==> src/rtl/line_read_scheduler.sv <==
`default_nettype none
// ============================================================================
// Module      : line_read_scheduler
// Description : Issues one DDR2 line-read request per display line. The line
//               address is tracked incrementally, the two line buffers are
//               ping-ponged and the frame base is double-buffered.
//               Optional macro LINE_SCHED_STATS_EN adds the overrun_cnt port.
// Revision    : 1.0 - initial release
// ============================================================================
module line_read_scheduler #(
    parameter int unsigned LINE_BYTES    = 2560,
    parameter int unsigned V_IMG_RES     = 480,
    parameter int unsigned FRAME_BASE_0  = 0,
    parameter int unsigned FRAME_BASE_1  = 1228800,
    parameter int unsigned START_TIMEOUT = 64
) (
    input  logic        app_clk,
    input  logic        rst_n,
    input  logic        mem_calib_done,
    input  logic        vid_preload_line,
    input  logic [10:0] vid_vpos,
    input  logic        frame_written,
    input  logic        rd_busy,
    output logic        os_start_rd,
    output logic [29:0] init_add_rd,
    output logic        line_buf_sel,
    output logic        line_blank,
    output logic        frame_sel
`ifdef LINE_SCHED_STATS_EN
    ,
    output logic [15:0] overrun_cnt
`endif
);

    localparam logic [1:0] c_IDLE      = 2'd0;
    localparam logic [1:0] c_ISSUE     = 2'd1;
    localparam logic [1:0] c_WAIT_DONE = 2'd2;
    localparam logic [1:0] c_DESYNC    = 2'd3;

    localparam int unsigned c_TMO_W    = (START_TIMEOUT > 1) ? $clog2(START_TIMEOUT) : 1;
    localparam int unsigned c_TMO_M1   = START_TIMEOUT - 1;
    localparam logic [c_TMO_W-1:0] c_TMO_LAST = c_TMO_M1[c_TMO_W-1:0];
    localparam logic [29:0] c_BASE_0   = FRAME_BASE_0[29:0];
    localparam logic [29:0] c_BASE_1   = FRAME_BASE_1[29:0];
    localparam logic [29:0] c_LINE     = LINE_BYTES[29:0];

    logic [1:0]         r_state,     w_state;
    logic               r_os_start,  w_os_start;
    logic [29:0]        r_init_add,  w_init_add;
    logic               r_buf_sel,   w_buf_sel;
    logic               r_blank,     w_blank;
    logic               r_frame_sel, w_frame_sel;
    logic               r_swap_pend, w_swap_pend;
    logic [10:0]        r_exp_vpos,  w_exp_vpos;
    logic [29:0]        r_next_addr, w_next_addr;
    logic               r_lost,      w_lost;
    logic               r_calib_q;
    logic [c_TMO_W-1:0] r_tmo,       w_tmo;

    logic        w_overrun;
    logic        w_return;
    logic        w_frame_start;
    logic        w_in_seq;
    logic        w_in_img;
    logic        w_busy_state;
    logic        w_calib_fall;
    logic [29:0] w_line_addr;

    assign w_frame_start = vid_preload_line && (vid_vpos == 11'd0);
    assign w_in_seq      = vid_preload_line && (vid_vpos != 11'd0) && (vid_vpos == r_exp_vpos)
                           && (r_state != c_DESYNC) && !r_lost;
    assign w_in_img      = (32'(vid_vpos) < V_IMG_RES);
    assign w_busy_state  = (r_state == c_ISSUE) || (r_state == c_WAIT_DONE);
    assign w_calib_fall  = r_calib_q && !mem_calib_done;

    always_comb begin
        w_state     = r_state;
        w_os_start  = r_os_start;
        w_init_add  = r_init_add;
        w_buf_sel   = r_buf_sel;
        w_blank     = r_blank;
        w_frame_sel = r_frame_sel;
        w_swap_pend = r_swap_pend | frame_written;
        w_exp_vpos  = r_exp_vpos;
        w_next_addr = r_next_addr;
        w_lost      = r_lost;
        w_tmo       = r_tmo;
        w_overrun   = 1'b0;
        w_return    = 1'b0;
        w_line_addr = r_next_addr;

        case (r_state)
            c_ISSUE: begin
                if (rd_busy) begin
                    w_os_start = 1'b0;
                    w_state    = c_WAIT_DONE;
                end else if (r_tmo == c_TMO_LAST) begin
                    w_os_start = 1'b0;
                    w_blank    = 1'b1;
                    w_overrun  = 1'b1;
                    w_return   = 1'b1;
                end else begin
                    w_tmo = r_tmo + 1'b1;
                end
            end
            c_WAIT_DONE: begin
                if (!rd_busy) begin
                    w_buf_sel = ~r_buf_sel;
                    w_return  = 1'b1;
                end
            end
            default: ;
        endcase

        if (vid_preload_line) begin
            w_blank = 1'b1;
            if (w_frame_start) begin
                // A swap requested in this very cycle still applies to this frame
                w_frame_sel = r_frame_sel ^ (r_swap_pend | frame_written);
                w_swap_pend = 1'b0;
                w_line_addr = w_frame_sel ? c_BASE_1 : c_BASE_0;
                w_exp_vpos  = 11'd1;
                w_next_addr = w_line_addr + c_LINE;
                w_lost      = 1'b0;
            end else if (w_in_seq) begin
                w_exp_vpos  = r_exp_vpos + 11'd1;
                w_next_addr = r_next_addr + c_LINE;
            end else if (w_busy_state) begin
                // Transfer in flight: finish it, then sit in DESYNC
                w_lost = 1'b1;
            end else begin
                w_state = c_DESYNC;
            end

            if (w_busy_state) begin
                w_overrun = 1'b1;
            end else if ((w_frame_start || w_in_seq) && mem_calib_done && w_in_img) begin
                w_state    = c_ISSUE;
                w_os_start = 1'b1;
                w_init_add = w_line_addr;
                w_blank    = 1'b0;
                w_tmo      = '0;
            end else if (w_frame_start) begin
                w_state = c_IDLE;
            end
        end

        if (w_calib_fall) begin
            w_os_start = 1'b0;
            w_blank    = 1'b1;
            if ((w_state == c_ISSUE) || (w_state == c_WAIT_DONE)) begin
                w_return = 1'b1;
            end
        end

        if (w_return) begin
            w_state = w_lost ? c_DESYNC : c_IDLE;
        end
    end

    always_ff @(posedge app_clk or negedge rst_n) begin
        if (!rst_n) begin
            r_state     <= c_IDLE;
            r_os_start  <= 1'b0;
            r_init_add  <= '0;
            r_buf_sel   <= 1'b0;
            r_blank     <= 1'b1;
            r_frame_sel <= 1'b0;
            r_swap_pend <= 1'b0;
            r_exp_vpos  <= '0;
            r_next_addr <= c_BASE_0;
            r_lost      <= 1'b0;
            r_calib_q   <= 1'b0;
            r_tmo       <= '0;
        end else begin
            r_state     <= w_state;
            r_os_start  <= w_os_start;
            r_init_add  <= w_init_add;
            r_buf_sel   <= w_buf_sel;
            r_blank     <= w_blank;
            r_frame_sel <= w_frame_sel;
            r_swap_pend <= w_swap_pend;
            r_exp_vpos  <= w_exp_vpos;
            r_next_addr <= w_next_addr;
            r_lost      <= w_lost;
            r_calib_q   <= mem_calib_done;
            r_tmo       <= w_tmo;
        end
    end

`ifdef LINE_SCHED_STATS_EN
    logic [15:0] r_ovr_cnt;

    always_ff @(posedge app_clk or negedge rst_n) begin
        if (!rst_n) begin
            r_ovr_cnt <= '0;
        end else if (w_overrun && (r_ovr_cnt != 16'hFFFF)) begin
            r_ovr_cnt <= r_ovr_cnt + 16'd1;
        end
    end

    assign overrun_cnt = r_ovr_cnt;
`else
    logic w_unused_overrun;
    assign w_unused_overrun = w_overrun;
`endif

    assign os_start_rd  = r_os_start;
    assign init_add_rd  = r_init_add;
    assign line_buf_sel = r_buf_sel;
    assign line_blank   = r_blank;
    assign frame_sel    = r_frame_sel;

endmodule
`default_nettype wire

==> config.mk <==
export PLATFORM = sky130hd
export DESIGN_NAME = line_read_scheduler
export DESIGN_NICKNAME = d
export VERILOG_FILES = /design/src/rtl/line_read_scheduler.sv
export SDC_FILE = /design/constraint.sdc
export NUM_CORES = 1
export LEC_CHECK = 0
export ABC_AREA = 1
export CELL_PAD_IN_SITES_DETAIL_PLACEMENT = 1
export CELL_PAD_IN_SITES_GLOBAL_PLACEMENT = 1
export CORE_MARGIN = 4
export CORE_UTILIZATION = 41
export DETAILED_ROUTE_END_ITERATION = 7
export GPL_ROUTABILITY_DRIVEN = 0
export HOLD_SLACK_MARGIN = 0.08
export PLACE_DENSITY_LB_ADDON = 0.1
export SYNTH_ARGS = -nofsm -noshare
export SYNTH_HDL_FRONTEND = slang
export SYNTH_SLANG_ARGS = --single-unit
==> constraint.sdc <==
create_clock -name app_clk -period 2.83 [get_ports app_clk]
set_clock_uncertainty 0.15 [all_clocks]
set_input_delay 0.283 -clock app_clk [delete_from_list [all_inputs] [get_ports app_clk]]
set_output_delay 0.283 -clock app_clk [all_outputs]
set_load 0.05 [all_outputs]
After elaboration in Yosys (flattened, before gate mapping):

Index checks and enable logic that the tools add are counted.

* ROM bits: 0
* memory bits (writable): 0
* bits in latches: 0
* input bits: 17
* memories: 0
* word-level logic and storage cells: 102
* output and inout port bits: 34
* bits in registers: 86

* reduce and logical (&&, ||, !) cells: 23
* div/mod/pow operators: 0
* $mul: 0
* $lt $le $gt $ge: 1
* mux-type cells: 49
* equal/unequal tests: 8
* bitwise logic cells: 5
* shift operators: 0
* add/sub/neg operators: 4

Operator list (count)
* $mux 30: 3
* $mux 6: 6
* $add 30x12->30 const B: 1
* $mux 1: 25
* $add 21x12->22 const B: 1
* $mux 11: 2
* $mux 2: 11
* $mux 21: 1
* $add 11x1->11 const B: 1
* $eq 11x11->1: 1
* $logic_not 11->1: 1
* $lt 11x9->1 const B: 1
* $reduce_bool 11->1: 1
* $logic_and 1x1->1: 8
* $add 6x1->6 const B: 1
* $eq 6x6->1 const B: 1
* $reduce_and 2->1: 3
* $reduce_and 3->1: 2
* $reduce_bool 3->1: 2
* $eq 2x1->1 const B: 2
* $eq 2x2->1 const B: 2
* $logic_or 1x1->1: 3
* $ne 3x2->1 const B: 1
* $not 1->1: 3
* other kinds (6): 7

Logic depth before layout (Yosys ltp):

* depth after elaboration: 16
* depth in mapped cells: 17

Least setup slack after synthesis:

Ideal clock, no wire load.

* path type: register to register
* start: register r_next_addr[9]
* end: register r_next_addr[29]
* path slack: 0.859 ns
* period minus slack after synthesis: 1.971 ns
* cell stages (with the launch flop): 15
* setup time: 0.117 ns
* arrival time: 1.704 ns
* cells stage by stage: dfrtp_1 -> ha_1 -> inv_1 -> a21oi_4 -> nand2_1 -> nor2_1 -> nand2_1 -> nor2_1 -> nand3_1 -> nor2_2 -> nand3_2 -> nor2_2 -> nand2_1 -> nand2_1 -> nor2_1

* cells in the longest elaborated chain, start to end: 3

Ends and longest elaborated chain
* start, declared: line 55 `logic [29:0] r_next_addr, w_next_addr;`
* start signal, assigned: line 171 `r_next_addr <= c_BASE_0;`
* start signal, assigned: line 184 `r_next_addr <= w_next_addr;`
* $add 30x12->30: line 127 `w_next_addr = r_next_addr + c_LINE;`
* $mux 30: line 125 `end else if (w_in_seq) begin`
* $mux 30: line 117 `if (w_frame_start) begin`

No other way between the ends. The select of a mux whose other input is x is not followed.
A chain may end at the register's enable or synchronous reset.

Final worst setup path:

* start: input vid_vpos[8]
* end: register r_state[0]

* cells in the longest elaborated chain, start to end: 16
* elaborated cells between the ends (all ways): 28

Ends and longest elaborated chain
* start, declared: line 21 `input logic [10:0] vid_vpos,`
* $reduce_bool 11->1: line 70 `assign w_in_seq = vid_preload_line && (vid_vpos != 11'd0) && (vid_vpos == r_exp_vpos)`
* $logic_and 1x1->1 (2 in series): line 70
* $logic_and 1x1->1 (2 in series): line 71 `&& (r_state != c_DESYNC) && !r_lost;`
* $mux 2 or $logic_or 1x1->1 (tied branches): line 125, 137
* $mux 2 or $logic_and 1x1->1 (tied branches): line 117, 137
* $mux 2 or $logic_and 1x1->1 (tied branches): line 143, 137
* $mux 2: line 137 `end else if ((w_frame_start || w_in_seq) && mem_calib_done && w_in_img) begin`
* $mux 2: line 135 `if (w_busy_state) begin`
* $mux 2: line 115 `if (vid_preload_line) begin`
* $eq 2x1->1 or $eq 2x2->1 (tied branches): line 151 `if ((w_state == c_ISSUE) || (w_state == c_WAIT_DONE)) begin`
* $logic_or 1x1->1: line 151
* $mux 1: line 151
* $mux 1: line 148 `if (w_calib_fall) begin`
* $mux 2 (*): line 156 `if (w_return) begin`
* named net w_state[0]: line 47 `logic [1:0] r_state, w_state;`
* end signal, assigned: line 163 `r_state <= c_IDLE;`
* end signal, assigned: line 176 `r_state <= w_state;`
* end, declared: line 47

Mark *: on every way through the listed nets, which the timed path passes. The rest lies on a longest branch.

==> impl_metrics.ini <==
[run_status]
status = finished clean

[sta]
maxSlewViolCount = 0
min_period_over_period_pct = 87.6
finalHoldViolCount = 0
period_needed_ns = 2.48
clock.fmax_mhz = 403
setup_violations = 0
worst_slew_pin_slew_ns = 0.710
maxSlewHeadroom_pct = 52.6
rsz0062_at_grt = no
finalSetupTns_ns = 0

[finish]
instances_no_fill = 703
drive_gt1_share_pct = 8.89
insertedDiodeCount = 0
area_delta_synth_final_pct = 19.1
fin_nets = 593

[flow_run]
drv_cap = 0

[routing]
drt_iter0_drc = 147
remaining_drc_errors = 0
met2WireLength_um = 5550
wl_met3_um = 435
wl_per_cell_um = 15.7
num_vias = 3638
met1_length_um = 4960
top_layer = met4
postRouteAntennaNets = 0
first_pass_iters = 4
finalWirelength_um = 11100
vias_per_cell = 5.17

[synth]
synth_area_sq_mm = 0.00399
synth_cell_types = 42
synthCells = 521
avgSynthCellArea_sq_um = 7.65
synth_top_area_cell = dfrtp_1
ys_ff_latch = 68
ys_seq_area_share_pct = 42.7
ys_warn_count = 0
synthTopCellsByArea = dfrtp_1 42%, nand2_1 11%, inv_1 7.0%
synth_top_area_share_pct = 42.1

[clocking]
cts.sinks = 68
cts_setup_buffers = 0
cts-buffers-inserted = 9
cts_tree = done
cts_resized = 0
ctsHtreeMaxLevel = 3
clk_pin_slew_ns = 0.08
cts_root_buf = clkbuf_8
clkLatencyLatePin_ns = 0.35
clk_path_buf_depth = 2
cts_hold_buf = 1

[floorplan]
io_pins = 51
die-area_sq_mm = 0.0114
die-width_um = 107
coreArea_sq_mm = 0.00937
rows = 35
start_util_pct = 42.5
fp.dieH_um = 107

[grt]
grt_max_degree = 40
grt_pass1_wl_um = 19100
grt.total_usage_pct = 20.9
antenna_found_initial = 0
first_global_vias = 3902
grt_overflow_total = 0

[worst_setup_path]
start_kind = input pin
path_class = input pin to register
cp_cell_sequence = clkdlybuf4s50_1 -> inv_1 -> nand2_1 -> nand2_1 -> inv_1 -> nand2_1 -> nor2_2 -> nand3_2 -> nand2_2 -> nand2_1 -> inv_1 -> nor2_1 -> nand2_1 -> nand3_1 -> nand3_1 -> nand2_1
cp_top_family = simple AND/OR/NAND/NOR gates
worstPathArrival_ns = 2.57
slowest_delay_ns = 0.56
required_ns = 2.92
crit_path_top_delay_cell = clkdlybuf4s50_1
crit_top_cell = nand2_1
worstPathMaxFanout = 11
critPathBufInv = 4
critPathCaptureType = register

[placement]
portBuffers = 41
hpwl_um = 8290
dp_cells = 687

[pwr]
ir_drop_v = 0.000229
powerDensity_mw_per_mm2 = 521
leakagePower_nw = 2.34

[worst_hold_path]
hp-class = input pin to register
==> registers in the layout (all words and copies together) (netlist names) <==
name / flops
r_swap_pend: 1
r_calib_q: 1
os_start_rd: 1
init_add_rd: 21
r_state: 2
frame_sel: 1
line_blank: 1
r_lost: 1
r_tmo: 6
r_exp_vpos: 11
r_next_addr: 21
line_buf_sel: 1
==> cell families after synthesis <==
logic type	count (synthesis)	synth area share [%]
and+or+nand+nor	245	28.5
buffers and inverters	101	10.9
AOI/OAI and AO/OA	83	12.1
DFF	68	42.7
xor gates and xnor gates	13	2.86
adders and majority gates	6	1.88
muxes	4	1.00
other	1	0.0941
==> synth_stat cells, drive strengths merged <==
master / number
a211oi: 1
a21oi: 31
a22o: 1
a31oi: 3
buf: 16
clkbuf: 4
clkinv: 2
conb: 1
dfrtp: 67
dfstp: 1
ha: 6
inv: 79
mux2i: 4
nand2: 120
nand3: 41
nand3b: 3
nand4: 12
nor2: 42
nor3: 19
nor3b: 1
nor4: 6
o2111ai: 2
o21a: 1
o21ai: 29
o21bai: 1
o22ai: 3
o31ai: 10
o41ai: 1
or3b: 1
xnor2: 6
xor2: 7
==> worst register-to-register path: cells and delay by family, from the launching register on <==
kind,cells,cell delay [ns]
DFF,1,0.41
adders and majority gates,1,0.25
buffers and inverters,1,0.22
and+or+nand+nor,11,1.32
==> routing by layer <==
| metal | up-vias | GRT usage (%) |
|---|---|---|
| met5 | - | 0 |
| met4 | 0 | 4.57 |
| met3 | 9 | 3.97 |
| met2 | 54 | 36.8 |
| met1 | 1792 | 26.7 |
| li1 | 1783 | - |
==> report_power, final <==
group / switching, mW / internal [mW] / leakage [nW] / total (mW)
sequential: 0.0576 / 1.04 / 0.844 / 1.10
clock: 0.406 / 0.493 / 0.102 / 0.899
combinational: 0.307 / 0.171 / 1.39 / 0.478
==> path summary, 6_finish.rpt <==
path                                 start              end  slack, ns  cells after the start
min                         mem_calib_done        r_calib_q       0.29                      1
max in group asynchronous            rst_n  r_next_addr[27]       1.48                      3
max                            vid_vpos[8]       r_state[0]       0.35                     16
min in group asynchronous            rst_n  r_next_addr[11]       0.38                      2
min reg2reg                init_add_rd[29]  init_add_rd[29]       0.34                      2
max reg2reg                     r_state[0]       r_state[0]       0.36                     13
==> metrics by stage <==
step | instance area [sq um] | power (mW) | hold slack, ns | utilization (%) | worst slack (ns)
after floorplan | 4020 | 1.44 | -0.163 | - | 0.859
after global routing | 4750 | 2.64 | 0.275 | 50.7 | 0.0992
after CTS | 4750 | 2.51 | 0.277 | 50.7 | 0.337
after detailed placement | 4530 | 1.60 | 0.230 | 48.3 | 0.00245
final | 4750 | 2.48 | 0.288 | 50.7 | 0.350
after global placement | 4530 | 1.57 | 0.220 | 48.3 | 0.134
==> cell usage in the layout (no fill, tap or decap), types with 5 or more instances in the layout <==
cell type / synthesis / layout
dfrtp_1: 67 / 67
nor4_1: 6 / 6
buf_4: 9 / 7
o21ai_0: 27 / 27
xnor2_1: 6 / 6
conb_1: 1 / 9
clkdlybuf4s50_1: 0 / 40
ha_1: 6 / 6
nand3_1: 38 / 38
nor2_1: 34 / 34
o31ai_1: 10 / 10
nand2_1: 114 / 114
nand4_1: 12 / 12
a21oi_1: 30 / 30
xor2_1: 7 / 7
inv_1: 74 / 74
nor3_1: 16 / 16
nand2_2: 5 / 5
inv_2: 5 / 5
nor2_2: 7 / 7
clkbuf_8: 0 / 9
==> final cells by class <==
class | count | area (sq um)
clock buffers | 9 | 124
clock inverters | 6 | 88.8
fillers | 1206 | 4620
inverters | 81 | 304
multi-input cells | 360 | 1880
flip-flops and latches | 68 | 1700
well taps | 129 | 161
repair buffers | 50 | 488
No activity file was read; power rests on OpenSTA's default activity.
